--- src/rtl/mux_8x1_rr_arbiter_pkg.sv ---
// Shared types and the round-robin pick function for the 8:1 mux arbiter.
package mux_arb_pkg;
  localparam int N_REQ = 8;
  localparam int SEL_W = 3;

  typedef enum logic {IDLE, GRANT} state_e;

  // First set bit at ptr, ptr+1, ... ptr+7. Indices wrap mod 8 because the index is SEL_W bits wide.
  function automatic logic [SEL_W-1:0] rr_pick(input logic [N_REQ-1:0] req,
                                               input logic [SEL_W-1:0] ptr);
    logic [SEL_W-1:0] idx;
    rr_pick = ptr;
    for (int k = N_REQ-1; k >= 0; k--) begin
      idx = ptr + SEL_W'(k);
      if (req[idx]) rr_pick = idx;
    end
  endfunction
endpackage

--- src/rtl/mux_8x1_rr_arbiter_if.sv ---
// Requester/downstream bundle of the shared mux arbiter.
interface mux_arb_if;
  import mux_arb_pkg::*;
  logic [N_REQ-1:0] req;
  logic [N_REQ-1:0] a;
  logic             out_ready;
  logic [N_REQ-1:0] gnt;
  logic [SEL_W-1:0] sel;
  logic             y;
  logic             y_valid;
  logic             busy;

  modport slave  (input req, a, out_ready, output gnt, sel, y, y_valid, busy);
  modport master (output req, a, out_ready, input gnt, sel, y, y_valid, busy);
endinterface

--- src/rtl/mux_8x1_rr_arbiter_mux.sv ---
// Plain 8:1 bit multiplexer.
module mux_8x1
  import mux_arb_pkg::*;
(
  input  logic [N_REQ-1:0] a,
  input  logic [SEL_W-1:0] s,
  output logic             y
);
  assign y = a[s];
endmodule

--- src/rtl/mux_8x1_rr_arbiter.sv ---
// Round-robin arbiter time-sharing one 8:1 bit-mux; grants last at most MAX_BURST beats.
module mux_8x1_rr_arbiter
  import mux_arb_pkg::*;
#(
  parameter int MAX_BURST = 4
) (
  input  logic     clk,
  input  logic     rst_n,
  mux_arb_if.slave bus
);
  localparam int CNT_W = $clog2(MAX_BURST) + 1;

  state_e           r_state, w_state_nxt;
  logic [N_REQ-1:0] r_gnt, w_gnt_nxt;
  logic [SEL_W-1:0] r_sel, w_sel_nxt;
  logic [SEL_W-1:0] r_ptr, w_ptr_nxt;
  logic [CNT_W-1:0] r_cnt, w_cnt_nxt;
  logic [SEL_W-1:0] w_pick;
  logic             w_req_sel, w_y_valid, w_xfer, w_last, w_y;

  assign w_pick    = rr_pick(bus.req, r_ptr);
  assign w_req_sel = bus.req[r_sel];
  assign w_y_valid = (r_state == GRANT) & w_req_sel;
  assign w_xfer    = w_y_valid & bus.out_ready;
  assign w_last    = (r_cnt == CNT_W'(MAX_BURST - 1));

  mux_8x1 u_mux (
    .a (bus.a),
    .s (r_sel),
    .y (w_y)
  );

  always_comb begin
    w_state_nxt = r_state;
    w_gnt_nxt   = r_gnt;
    w_sel_nxt   = r_sel;
    w_ptr_nxt   = r_ptr;
    w_cnt_nxt   = r_cnt;
    case (r_state)
      IDLE: begin
        if (bus.req != '0) begin
          w_state_nxt = GRANT;
          w_gnt_nxt   = N_REQ'(1) << w_pick;
          w_sel_nxt   = w_pick;
          w_cnt_nxt   = '0;
        end
      end
      GRANT: begin
        // Withdrawal wins over a final beat: y_valid is already low, so no transfer.
        if (!w_req_sel || (w_xfer && w_last)) begin
          w_state_nxt = IDLE;
          w_gnt_nxt   = '0;
          w_ptr_nxt   = r_sel + SEL_W'(1);
        end else if (w_xfer) begin
          w_cnt_nxt = r_cnt + CNT_W'(1);
        end
      end
      default: w_state_nxt = IDLE;
    endcase
  end

  always_ff @(posedge clk) begin
    if (!rst_n) begin
      r_state <= IDLE;
      r_gnt   <= '0;
      r_sel   <= '0;
      r_ptr   <= '0;
      r_cnt   <= '0;
    end else begin
      r_state <= w_state_nxt;
      r_gnt   <= w_gnt_nxt;
      r_sel   <= w_sel_nxt;
      r_ptr   <= w_ptr_nxt;
      r_cnt   <= w_cnt_nxt;
    end
  end

  assign bus.gnt     = r_gnt;
  assign bus.sel     = r_sel;
  assign bus.y       = w_y;
  assign bus.y_valid = w_y_valid;
  assign bus.busy    = (r_state == GRANT);
endmodule

--- src/flat_wrapper.sv ---
// flat-port wrapper written by rule: the top's interface ports become plain ports
module mux_8x1_rr_arbiter_flat import mux_arb_pkg::*;
#(
  parameter int MAX_BURST = 4
)
  (clk, rst_n, bus_req, bus_a, bus_out_ready, bus_gnt, bus_sel, bus_y, bus_y_valid, bus_busy);
  mux_arb_if bus_i ();
  input  logic clk;
  input  logic rst_n;
  input wire logic [$bits(bus_i.req)-1:0] bus_req;
  input wire logic [$bits(bus_i.a)-1:0] bus_a;
  input wire logic [$bits(bus_i.out_ready)-1:0] bus_out_ready;
  output wire logic [$bits(bus_i.gnt)-1:0] bus_gnt;
  output wire logic [$bits(bus_i.sel)-1:0] bus_sel;
  output wire logic [$bits(bus_i.y)-1:0] bus_y;
  output wire logic [$bits(bus_i.y_valid)-1:0] bus_y_valid;
  output wire logic [$bits(bus_i.busy)-1:0] bus_busy;
  assign bus_i.req = bus_req;
  assign bus_i.a = bus_a;
  assign bus_i.out_ready = bus_out_ready;
  assign bus_gnt = bus_i.gnt;
  assign bus_sel = bus_i.sel;
  assign bus_y = bus_i.y;
  assign bus_y_valid = bus_i.y_valid;
  assign bus_busy = bus_i.busy;
  mux_8x1_rr_arbiter #(.MAX_BURST(MAX_BURST)) u_core (.clk(clk), .rst_n(rst_n), .bus(bus_i));
endmodule
--- config.mk ---
export PLATFORM = sky130hd
export DESIGN_NAME = mux_8x1_rr_arbiter_flat
export DESIGN_NICKNAME = d
export VERILOG_FILES = /design/src/rtl/mux_8x1_rr_arbiter_pkg.sv /design/src/rtl/mux_8x1_rr_arbiter_if.sv /design/src/rtl/mux_8x1_rr_arbiter_mux.sv /design/src/rtl/mux_8x1_rr_arbiter.sv /design/src/flat_wrapper.sv
export SDC_FILE = /design/constraint.sdc
export NUM_CORES = 1
export LEC_CHECK = 0
export CORE_MARGIN = 8
export CORE_UTILIZATION = 57
export CTS_CLUSTER_SIZE = 30
export DETAILED_ROUTE_END_ITERATION = 8
export GPL_TIMING_DRIVEN = 0
export HOLD_SLACK_MARGIN = 0.06
export PLACE_DENSITY = 0.91
export SLEW_MARGIN = 20
export SYNTH_ARGS = -nofsm -noshare
export SYNTH_HDL_FRONTEND = slang
export SYNTH_SLANG_ARGS = --single-unit
export TNS_END_PERCENT = 10
--- constraint.sdc ---
create_clock -name clk -period 6.05 [get_ports clk]
set_clock_uncertainty 0.1 [all_clocks]
set_input_delay 1.815 -clock clk [delete_from_list [all_inputs] [get_ports clk]]
set_output_delay 1.815 -clock clk [all_outputs]
set_load 0.02 [all_outputs]
==> results of run 1 <==
[path summary, 6_finish.rpt]
path | end | slack, ns | depth (start not counted)
setup reg to reg | u_core.bus.gnt[3] | 1.95 | 13
setup / recovery | bus_y_valid | 0.12 | 6
hold / removal | u_core.bus.gnt[4] | 0.35 | 2
hold reg to reg | u_core.bus.gnt[4] | 0.35 | 2
[critical path: stages]
cell and delay [ns]:
clkdlybuf4s50_1 0.50, clkbuf_1 0.35, mux4_2 0.32, mux2i_1 0.09
nor2b_1 0.26, clkdlybuf4s50_1 0.67
[stage by stage]
| step | setup WS, ns | area (µm²) | instances | utilization |
|---|---|---|---|---|
| 2_1_floorplan | 1.37 | 1880 | 201 | - |
| 3_3_place_gp | 0.265 | 2250 | 279 | 0.692 |
| 3_5_place_dp | 0.158 | 2250 | 279 | 0.692 |
| 4_1_cts | 0.137 | 2290 | 283 | 0.703 |
| 5_1_grt | 0.00677 | 2290 | 283 | 0.703 |
| 6_report | 0.118 | 2290 | 283 | 0.703 |
[logic make-up after synthesis]
| group | after synthesis | share of synthesized area |
|---|---|---|
| AND/OR/NAND/NOR | 62 | 0.156 |
| AO/OA/AOI/OAI | 45 | 0.184 |
| multiplexers | 42 | 0.356 |
| buffers and inverters | 25 | 0.0594 |
| flip-flops | 18 | 0.192 |
| adder cells (fa/ha/maj) | 5 | 0.0334 |
| XOR/XNOR | 4 | 0.0187 |
[metal layers]
metal | GRT usage | vias up
li1 | - | 841
met1 | 0.220 | 862
met2 | 0.337 | 75
met3 | 0.0205 | 11
met4 | 0.0710 | 0
met5 | 0 | -
[layout make-up]
cell class / count / area (µm²) / share of cell area
Buffer: 16 / 77.6 / 0.0339
Clock buffer: 4 / 36.3 / 0.0158
Inverter: 9 / 33.8 / 0.0148
Multi-Input combinational cell: 158 / 1400 / 0.613
Sequential cell: 18 / 360 / 0.157
Tap cell: 46 / 57.6 / 0.0251
Timing Repair Buffer: 32 / 320 / 0.140
[placed cells by master (no fill, tap or decap), types with 3 or more instances in the layout]
cell,n
a21oi_1,8
or2_2,5
a221oi_1,3
clkbuf_1,8
nor2b_1,5
clkdlybuf4s50_1,32
a211oi_1,3
mux4_2,19
mux2i_1,15
dfxtp_1,18
a22o_1,5
buf_2,5
o21ai_1,6
clkbuf_4,3
nand3_1,3
nand2_1,18
nor2_1,18
ha_1,5
inv_1,8
mux2_2,8
[report_power, final]
part	total, W	switching (W)	internal (W)
clock network	0.0000752	0.0000384	0.0000368
logic	0.000487	0.000255	0.000232
registers	0.000158	0.0000195	0.000139
[registers in the layout (all words and copies together), names as in the netlist]
| name | flops |
|---|---|
| u_core.r_ptr | 3 |
| u_core.bus.gnt | 8 |
| u_core.bus.sel | 3 |
| u_core.bus.busy | 1 |
| u_core.r_cnt | 3 |
==> results.cfg, run 1 <==
[outcome]
status = complete, no violations

[clock_tree]
clock_sinks = 18
cts_resized = 0
insertion_delay_ns = 0.31
clkTransAtPathRegs_ns = 0.09
numCtsBuffers = 3
clock_path_buffers = 2
cts_tree = done
h-tree-depth = 1
hold_buffers = 0
root_buffer = clkbuf_4
post_cts_buffers = 0

[synth]
synth.avg_cell_area_um2 = 9.33
synth_edf_count = 0
yosys-top-cells-count = mux4_2, dfxtp_1, nand2_1, nor2_1, mux2i_1
ys_seq_area_frac = 0.192
syn_area_um2 = 1880
synth_area_leaders = mux4_2, dfxtp_1, mux2i_1
synth_top_cell_by_area = mux4_2
ys_warn_count = 0
synth_top_area_share = 0.228
yosysMostFrequentCell = mux4_2
synth_nets = 225
synthesis.instances = 201
synth-async-reset-ratio = 0
ys_seq_elements = 18
yosysUniqueCellTypes = 47
yosys_most_used_dff = dfxtp_1

[finish]
synthToLayoutAreaGrowth_pct = 22.1
drive_gt1_frac = 0.194
antenna_cells = 0
fill_cells = 245
nets = 262

[floorplanning]
core_area_um2 = 3260
die_h_um = 73.4
pin_count = 33
die_area_um2 = 5380
start_util = 0.576
die_x_um = 73.4
num_rows = 21

[worst_setup_path]
crit_arrival_ns = 4.02
path_class = input pin to primary output
worst_setup_path_end_kind = primary output
start_kind = input pin
cp_max_fo = 10
startpoint = bus_req[0]
reg2reg_from = u_core.r_ptr[1]
required_ns = 4.14

[route]
avgRoutedWirePerCell_um = 17.1
top_layer_used = met4
met3_length_um = 289
detail-route-antenna-nets = 0
dr.pass1.iters = 4
wl_met2_um = 2500
vias = 1789
viasPerCell = 6.32
drc_errors = 0
drtIter0Drc = 201
routed_wl_um = 4830
wl_met1_um = 1950

[placement]
gp_congestion = 0.965
portBuffers = 32
dp_hpwl_um = 3800

[timing]
rsz0062_at_grt = false
finalSetupTns_ns = 0
min_period_ns = 5.93
hold_violations = 0
fin_crit_sh = 0.980
setup_violations = 0
hold_ws_ns = 0.349
max-slew-margin-rel = 0.552
timing.fmax_mhz = 169
maxSlewViolCount = 0
tightest_slew_ns = 0.672

[grt]
antenna_found_initial = 0
grt_pass1_wl_um = 8130
grt_max_degree = 11
grt_usage = 0.187
grt_pass1_vias = 1789
overflow = 0

[pwr]
total_power_w = 0.000721
powerDensity_nw_per_um2 = 315
p_leak_nw = 0.843
ir_drop_v = 0.000185

[worst_hold_path]
worstHoldStart = u_core.bus.gnt[4]
hp-class = flip-flop to flip-flop

[run]
maxCapViolCount = 0
Power figures use the tool's default switching activity.
==> run 2: changes to the inputs <==
--- a/config.mk
+++ b/config.mk
@@ -6,14 +6,15 @@
 export NUM_CORES = 1
 export LEC_CHECK = 0
 export CORE_MARGIN = 8
-export CORE_UTILIZATION = 57
+export CORE_UTILIZATION = 58
 export CTS_CLUSTER_SIZE = 30
 export DETAILED_ROUTE_END_ITERATION = 8
 export GPL_TIMING_DRIVEN = 0
 export HOLD_SLACK_MARGIN = 0.06
-export PLACE_DENSITY = 0.91
+export PLACE_DENSITY = 0.92
 export SLEW_MARGIN = 20
 export SYNTH_ARGS = -nofsm -noshare
 export SYNTH_HDL_FRONTEND = slang
+export SYNTH_HIERARCHICAL = 1
 export SYNTH_SLANG_ARGS = --single-unit
 export TNS_END_PERCENT = 10
==> run 2 against run 1 <==
Net effect: cell count shrank 1.1%; highest routed layer unchanged; register-to-register slack gained 0.41 ns; global-route usage grew 0.30 points; sequential share of layout area shrank 0.50 points; hold slack gained 0.030 ns.
==> results.cfg, run 2 <==
[route]
vias = 1801
avgRoutedWirePerCell_um = 17.2
routed_wl_um = 4810
viasPerCell = 6.43
dr.pass1.iters = 4
drc_errors = 0
drtIter0Drc = 114
detail-route-antenna-nets = 0

[worst_hold_path]
worstHoldPathCells = 1
hp-class = flip-flop to flip-flop

[synth]
synth.avg_cell_area_um2 = 9.85
synth_top_cell_by_area = mux4_2
yosys_most_used_dff = dfxtp_1
synth_top_area_share = 0.208
yosysUniqueCellTypes = 54
syn_area_um2 = 1950
synth_area_leaders = mux4_2, dfxtp_1, mux2i_1
ys_seq_area_frac = 0.185
synth_edf_count = 0
ys_warn_count = 6
yosys-top-cells-count = dfxtp_1, mux4_2, nor2_1, mux2i_1, nand2_1
synthesis.instances = 198
synth-async-reset-ratio = 0
ys_seq_elements = 18
synth_nets = 222

[clock_tree]
hold_buffers = 0
h-tree-depth = 1
clkTransAtPathRegs_ns = 0.10
clock_sinks = 18
root_buffer = clkbuf_4
post_cts_buffers = 0
cts_tree = done
cts_resized = 0
insertion_delay_ns = 0.29
numCtsBuffers = 3
clock_path_buffers = 2

[floorplanning]
core_area_um2 = 3280
pin_count = 33
die_area_um2 = 5470
start_util = 0.594
die_x_um = 74.0
num_rows = 21
die_h_um = 74.0

[worst_setup_path]
reg2reg_depth = 11
crit_family = buffers and inverters
cp_max_fo = 10
path_cells = clkdlybuf4s50_1 > clkbuf_1 > mux4_2 > mux2i_1 > nor2b_1 > clkdlybuf4s50_1
cpPeakStageDelay_ns = 0.64
path_common_cell = clkdlybuf4s50_1
crit_buf_inv = 3
crit_slowest_cell = clkdlybuf4s50_1
cp.depth = 6
required_ns = 4.14
path_class = input pin to primary output
crit_arrival_ns = 3.90
worst_setup_path_end_kind = primary output
start_kind = input pin

[timing]
timing.fmax_mhz = 172
hold_ws_ns = 0.379
max-slew-margin-rel = 0.671
min_period_ns = 5.82
maxSlewViolCount = 0
hold_violations = 0
fin_crit_sh = 0.962
setup_violations = 0
tightest_slew_ns = 0.491
finalSetupTns_ns = 0
rsz0062_at_grt = false

[outcome]
status = complete, no violations

[finish]
synthToLayoutAreaGrowth_pct = 21.2
antenna_cells = 0
final_common_cell = clkdlybuf4s50_1
drive_gt1_frac = 0.201
nets = 259
largest_register_ffs = 8
most-common-layout-cells = clkdlybuf4s50_1, mux4_2, dfxtp_1, nor2_1, mux2i_1

[grt]
grt_pass1_wl_um = 8380
grt_usage = 0.190
overflow = 0
antenna_found_initial = 0
grt_max_degree = 11
grt_pass1_vias = 1768

[pwr]
ir_drop_v = 0.000167
powerDensity_nw_per_um2 = 296
p_leak_nw = 0.892

[placement]
dp_hpwl_um = 3740
gp_congestion = 0.920
portBuffers = 32

[run]
maxCapViolCount = 0
==> run 2: logic make-up after synthesis <==
group                      share of synthesized area
AOI/OAI and AO/OA                              0.205
xor gates and xnor gates                      0.0263
adders and majority gates                     0.0321
buffers and inverters                         0.0590
DFF                                            0.185
muxes                                          0.344
and+or+nand+nor                                0.148
==> run 2: final timing paths <==
kind	startpoint	to	slack [ns]
worst max-delay path	bus_req[6]	bus_y_valid	0.23
worst max register to register	u_core/r_ptr[1]	u_core/bus.gnt[5]	2.36
worst min register to register	u_core/bus.gnt[6]	u_core/bus.gnt[6]	0.38
worst min-delay path	u_core/bus.gnt[6]	u_core/bus.gnt[6]	0.38
==> run 2: stage by stage <==
step / utilization / power, W / area [µm²] / setup WS (ns) / cells
after detailed placement: 0.709 / 0.000624 / 2330 / 0.244 / 276
after global placement: 0.709 / 0.000614 / 2330 / 0.280 / 276
after floorplan: - / 0.000505 / 1950 / 1.36 / 198
after global routing: 0.720 / 0.000754 / 2360 / 0.0552 / 280
final: 0.720 / 0.000700 / 2360 / 0.231 / 280
after CTS: 0.720 / 0.000698 / 2360 / 0.242 / 280
==> run 2: layout make-up <==
cell class	instances	area, µm²
inverter	9	33.8
clock buffer	4	36.3
sequential	18	360
multi-input combinational	155	1480
tap	46	57.6
fill	252	920
timing repair buffer	32	320
buffer	16	81.3
==> run 2: power by group <==
| group | internal, W | leakage, nW | switching (W) |
|---|---|---|---|
| sequential | 0.000137 | 0.147 | 0.0000207 |
| combinational | 0.000219 | 0.724 | 0.000251 |
| clock | 0.0000367 | 0.0210 | 0.0000359 |
==> run 2: metal layers <==
metal,wire length [µm],vias to the layer above,track usage
met5,0,-,0
li1,-,851,-
met2,2410,73,0.313
met1,2060,875,0.251
met3,320,2,0.0323
met4,23,0,0.0466
==> patch 1: new RTL, settings of run 1 <==
`MAX_BURST` is set to 4 in 2 places; all go to 8.
--- a/src/rtl/mux_8x1_rr_arbiter.sv
+++ b/src/rtl/mux_8x1_rr_arbiter.sv
@@ -4,3 +4,3 @@
 #(
-  parameter int MAX_BURST = 4
+  parameter int MAX_BURST = 8
 ) (
--- a/src/flat_wrapper.sv
+++ b/src/flat_wrapper.sv
@@ -3,3 +3,3 @@
 #(
-  parameter int MAX_BURST = 4
+  parameter int MAX_BURST = 8
 )
Behaviour: not the same (a bounded check fails within 10 cycles, from zero or initial values and one cycle with rst_n low).
==> patch 1 against run 1 <==
Design area increased by 8.4%; maximum frequency is 2.0% higher; sequential power increased by 6%; sequential cell count rose by 1; area after synthesis is 11% higher; wire length grew 6.9%; count of clock-buffer cells in the layout fell by 1; sequential share of layout area down 0.41 points; setup slack improved by 120 ps; power rose by 15%; highest routed layer unchanged.
==> patch 1: results (changes against run 1) <==
Cell Int Power -> 452 uW (was 407 uW)
Post-synth top cells -> nand2_1, dfxtp_1, mux4_2, mux2i_1, nor2_1 (was mux4_2, dfxtp_1, nand2_1, nor2_1, mux2i_1)
top post-synthesis cells by area -> mux4_2, dfxtp_1, mux2i_1 (unchanged)
gr usage total -> 0.179 (was 0.187)
CP startpoint -> bus_req[3] (was bus_req[0])
layout cell share with drive strength beyond 1 -> 0.232 (was 0.194)
fin cells -> 298 (was 283)
Leak -> 0.886 nW (was 0.843 nW)
number of DRC markers in iteration 0 -> 149 (was 201)
worst r2r dst -> u_core.bus.gnt[5] (was u_core.bus.gnt[3])
Netlist cell types -> 57 (was 47)
maximum vdd drop -> 0.201 mV (was 0.185 mV)
final net count -> 274 (was 262)
multiplexer area fraction after synthesis -> 0.340 (was 0.356)
vias in the first global route -> 1870 (was 1789)
hold path startpoint -> u_core.bus.gnt[6] (was u_core.bus.gnt[4])
clock-net power -> 67.2 uW (was 75.2 uW)
final hold slack -> 353 ps (was 349 ps)
Placed Cells -> 294 (was 279)
r2r worst-path depth -> 12 (was 13)
met3 WL -> 414 um (was 289 um)
metal2 WL -> 2.55 mm (was 2.50 mm)
status -> completed (unchanged)
Compound-Gate Fraction of Synth Area -> 0.203 (was 0.184)
reg2reg setup slack -> 2330 ps (was 1950 ps)
-- patch 1: cell types whose count changed after synthesis, moves of 3 or more --
cell / run 1 / this run
a22o_1: 5 / 0
nand2_1: 18 / 23
nand3_1: 3 / 7
nor2_1: 18 / 11
nor2b_1: 5 / 1
o211a_1: 0 / 3
o211ai_1: 0 / 3
o21ai_0: 2 / 5
-- patch 1: layout make-up --
class                      instances  area, um^2
buffer                            21         109
clock buffer                       3        22.5
clock inverter                     1        5.00
fill                             279        1100
inverter                           8        30.0
multi-input combinational        166        1550
sequential                        19         380
tap                               48        60.1
timing repair buffer              32         320
-- patch 1: routing by layer --
| metal | GRT usage | vias up |
|---|---|---|
| met1 | 0.217 | 903 |
| met2 | 0.318 | 93 |
| met3 | 0.0377 | 10 |
| met4 | 0.0308 | 0 |
| li1 | - | 886 |
| met5 | 0 | - |
-- patch 1: worst max-delay path: stages --
cell and delay, ps:
clkdlybuf4s50_1 430, clkbuf_1 240, mux4_2 510, mux2i_1 260
nor2b_1 80, clkdlybuf4s50_1 560
==> patch 2: new RTL, settings of run 1 <==
Without the edit above. Make the reset (`rst_n`) asynchronous in one clocked block.
--- a/src/rtl/mux_8x1_rr_arbiter.sv
+++ b/src/rtl/mux_8x1_rr_arbiter.sv
@@ -61,3 +61,3 @@
 
-  always_ff @(posedge clk) begin
+  always_ff @(posedge clk or negedge rst_n) begin
     if (!rst_n) begin
Behaviour: differs if rst_n is asserted again (counterexample within 4 cycles, from zero or initial values and one cycle with rst_n low); with rst_n held inactive, the same outputs for 10 cycles.
==> patch 2 against run 1 <==
Highest routed layer unchanged; setup slack improved by 310 ps; wire length rose by 0.62%; area after synthesis shrank 3.6%; critical path type unchanged; global-route usage is 0.84 points higher; sequential cell count did not move; largest cell class unchanged; design area fell by 3.1%.
Power is not compared: it rests on default switching activity, and its combinational part moved more than twofold at a synthesized area within 25%.
==> patch 2: results (changes against run 1) <==
Worst-path clk slew -> 100 ps
detailed placer's ending HPWL -> 3.89 mm (was 3.80 mm)
worst r2r src -> u_core.r_ptr[0] (was u_core.r_ptr[1])
Via density -> 6.36 (was 6.32)
CTS root buffer -> clkbuf_4 (unchanged)
final net count -> 240 (was 262)
pin count of the biggest net entering global routing -> 19 (was 11)
Arr. time, crit path -> 3710 ps (was 4020 ps)
Netlist cell types -> 53 (was 47)
hold path startpoint -> u_core.bus.gnt[3] (was u_core.bus.gnt[4])
Leak -> 0.892 nW
# fillers -> 210 (was 245)
worst slew pin tran -> 798 ps (was 672 ps)
met1 GRT Util -> 0.232 (was 0.220)
Num CTS Buffers -> 3 (unchanged)
Worst Hold End -> u_core.bus.gnt[3] (was u_core.bus.gnt[4])
Seq/Total Area, Yosys -> 0.249 (was 0.192)
Area after DPL -> 2180 um^2 (was 2250 um^2)
worst-path fanout max -> 8 (was 10)
ys async rst share -> 1.00 (was 0)
gr usage total -> 0.196 (was 0.187)
reg2reg setup slack -> 2660 ps (was 1950 ps)
initial antenna violation count -> 0 (unchanged)
status -> completed (unchanged)
max incr delay on CP -> 550 ps (was 670 ps)
Inserted Diodes -> 0 (unchanged)
GR met2 Demand/Resource -> 0.340 (was 0.337)
Post-synth top cells -> nand2_1, dfrtp_1, mux2i_1, mux4_2 (was mux4_2, dfxtp_1, nand2_1, nor2_1, mux2i_1)
final hold slack -> 386 ps (was 349 ps)
GRT met3 Usage -> 0.0358 (was 0.0205)
IO buf count -> 32 (unchanged)
CTS H-tree depth -> 1 (unchanged)
r2r worst-path depth -> 12 (was 13)
Routed WL per cell -> 18.8 um (was 17.1 um)
top post-synthesis cells by area -> dfrtp_1, mux4_2, mux2i_1 (was mux4_2, dfxtp_1, mux2i_1)
worst r2r dst -> u_core.bus.gnt[5] (was u_core.bus.gnt[3])
routability congestion estimate from global placement -> 0.925 (was 0.965)
Synth Instances -> 179 (was 201)
DP Worst Slack -> 439 ps (was 158 ps)
Post-CTS Setup Inserts -> 0 (unchanged)
Ys Warns -> 0 (unchanged)
CTS max path bufs -> 2 (unchanged)
vias in the first global route -> 1695 (was 1789)
layout cell share with drive strength beyond 1 -> 0.191 (was 0.194)
Placed Cells -> 255 (was 279)
Skew-Pair Late Insertion Delay -> 300 ps
PostCTS Resize Cnt -> 0 (unchanged)
syn nets -> 203 (was 225)
number of DRC markers in iteration 0 -> 94 (was 201)
Reg area -> 450 um^2 (was 360 um^2)
number of flip-flops in the largest register -> 8 (unchanged)
DR vias -> 1647 (was 1789)
global-route wire length before repair -> 8.21 mm (was 8.13 mm)
[patch 2: changes by cell type after synthesis, sizes merged, moves of 4 or more]
cell	run 1	this run
nor2	18	9
or2	5	0
nand3	3	9
nor2b	5	1
dfrtp	0	18
mux4	19	12
dfxtp	18	0
buf	8	4
[patch 2: worst max-delay path by stage]
| stage | start | endpoint | slack, ps | cells past startpoint |
|---|---|---|---|---|
| 6_report | bus_req[6] | bus_y_valid | 430 | 5 |
| 2_1_floorplan | bus_a[7] | bus_y | 1560 | 2 |
| 5_1_grt | bus_req[7] | bus_y_valid | 340 | 5 |
| 4_1_cts | bus_req[3] | bus_y_valid | 420 | 5 |
| 3_5_place_dp | bus_req[7] | bus_y_valid | 440 | 5 |
| 3_3_place_gp | bus_req[3] | bus_y_valid | 440 | 5 |
[patch 2: cell type report]
class,count,share of cell area
Multi-Input combinational cell,143,0.561
Tap cell,44,0.0248
Clock buffer,4,0.0163
Inverter,9,0.0152
Sequential cell,18,0.203
Timing Repair Buffer,32,0.144
Buffer,9,0.0349
[patch 2: metal layers]
layer	wire (um)	vias to the layer above
met5	0	-
met4	57	0
met3	195	6
met2	2610	52
met1	1990	821
li1	-	768
[patch 2: power by group]
group,internal (mW),switching [mW]
sequential,0.167,0.0476
clock,0.0367,0.0373
combinational,0.508,0.646
total,0.712,0.731
[patch 2: logic make-up after synthesis]
kind of cell               share of synthesized area
buffers and inverters                         0.0616
xor gates and xnor gates                      0.0194
DFF                                            0.249
muxes                                          0.266
and+or+nand+nor                                0.167
AOI/OAI and AO/OA                              0.201
adders and majority gates                     0.0346
[patch 2: worst max-delay path, delay by kind of cell]
family | cells | cell delay, ps
simple gates | 1 | 100
mux | 2 | 690
buf+inv | 2 | 1100
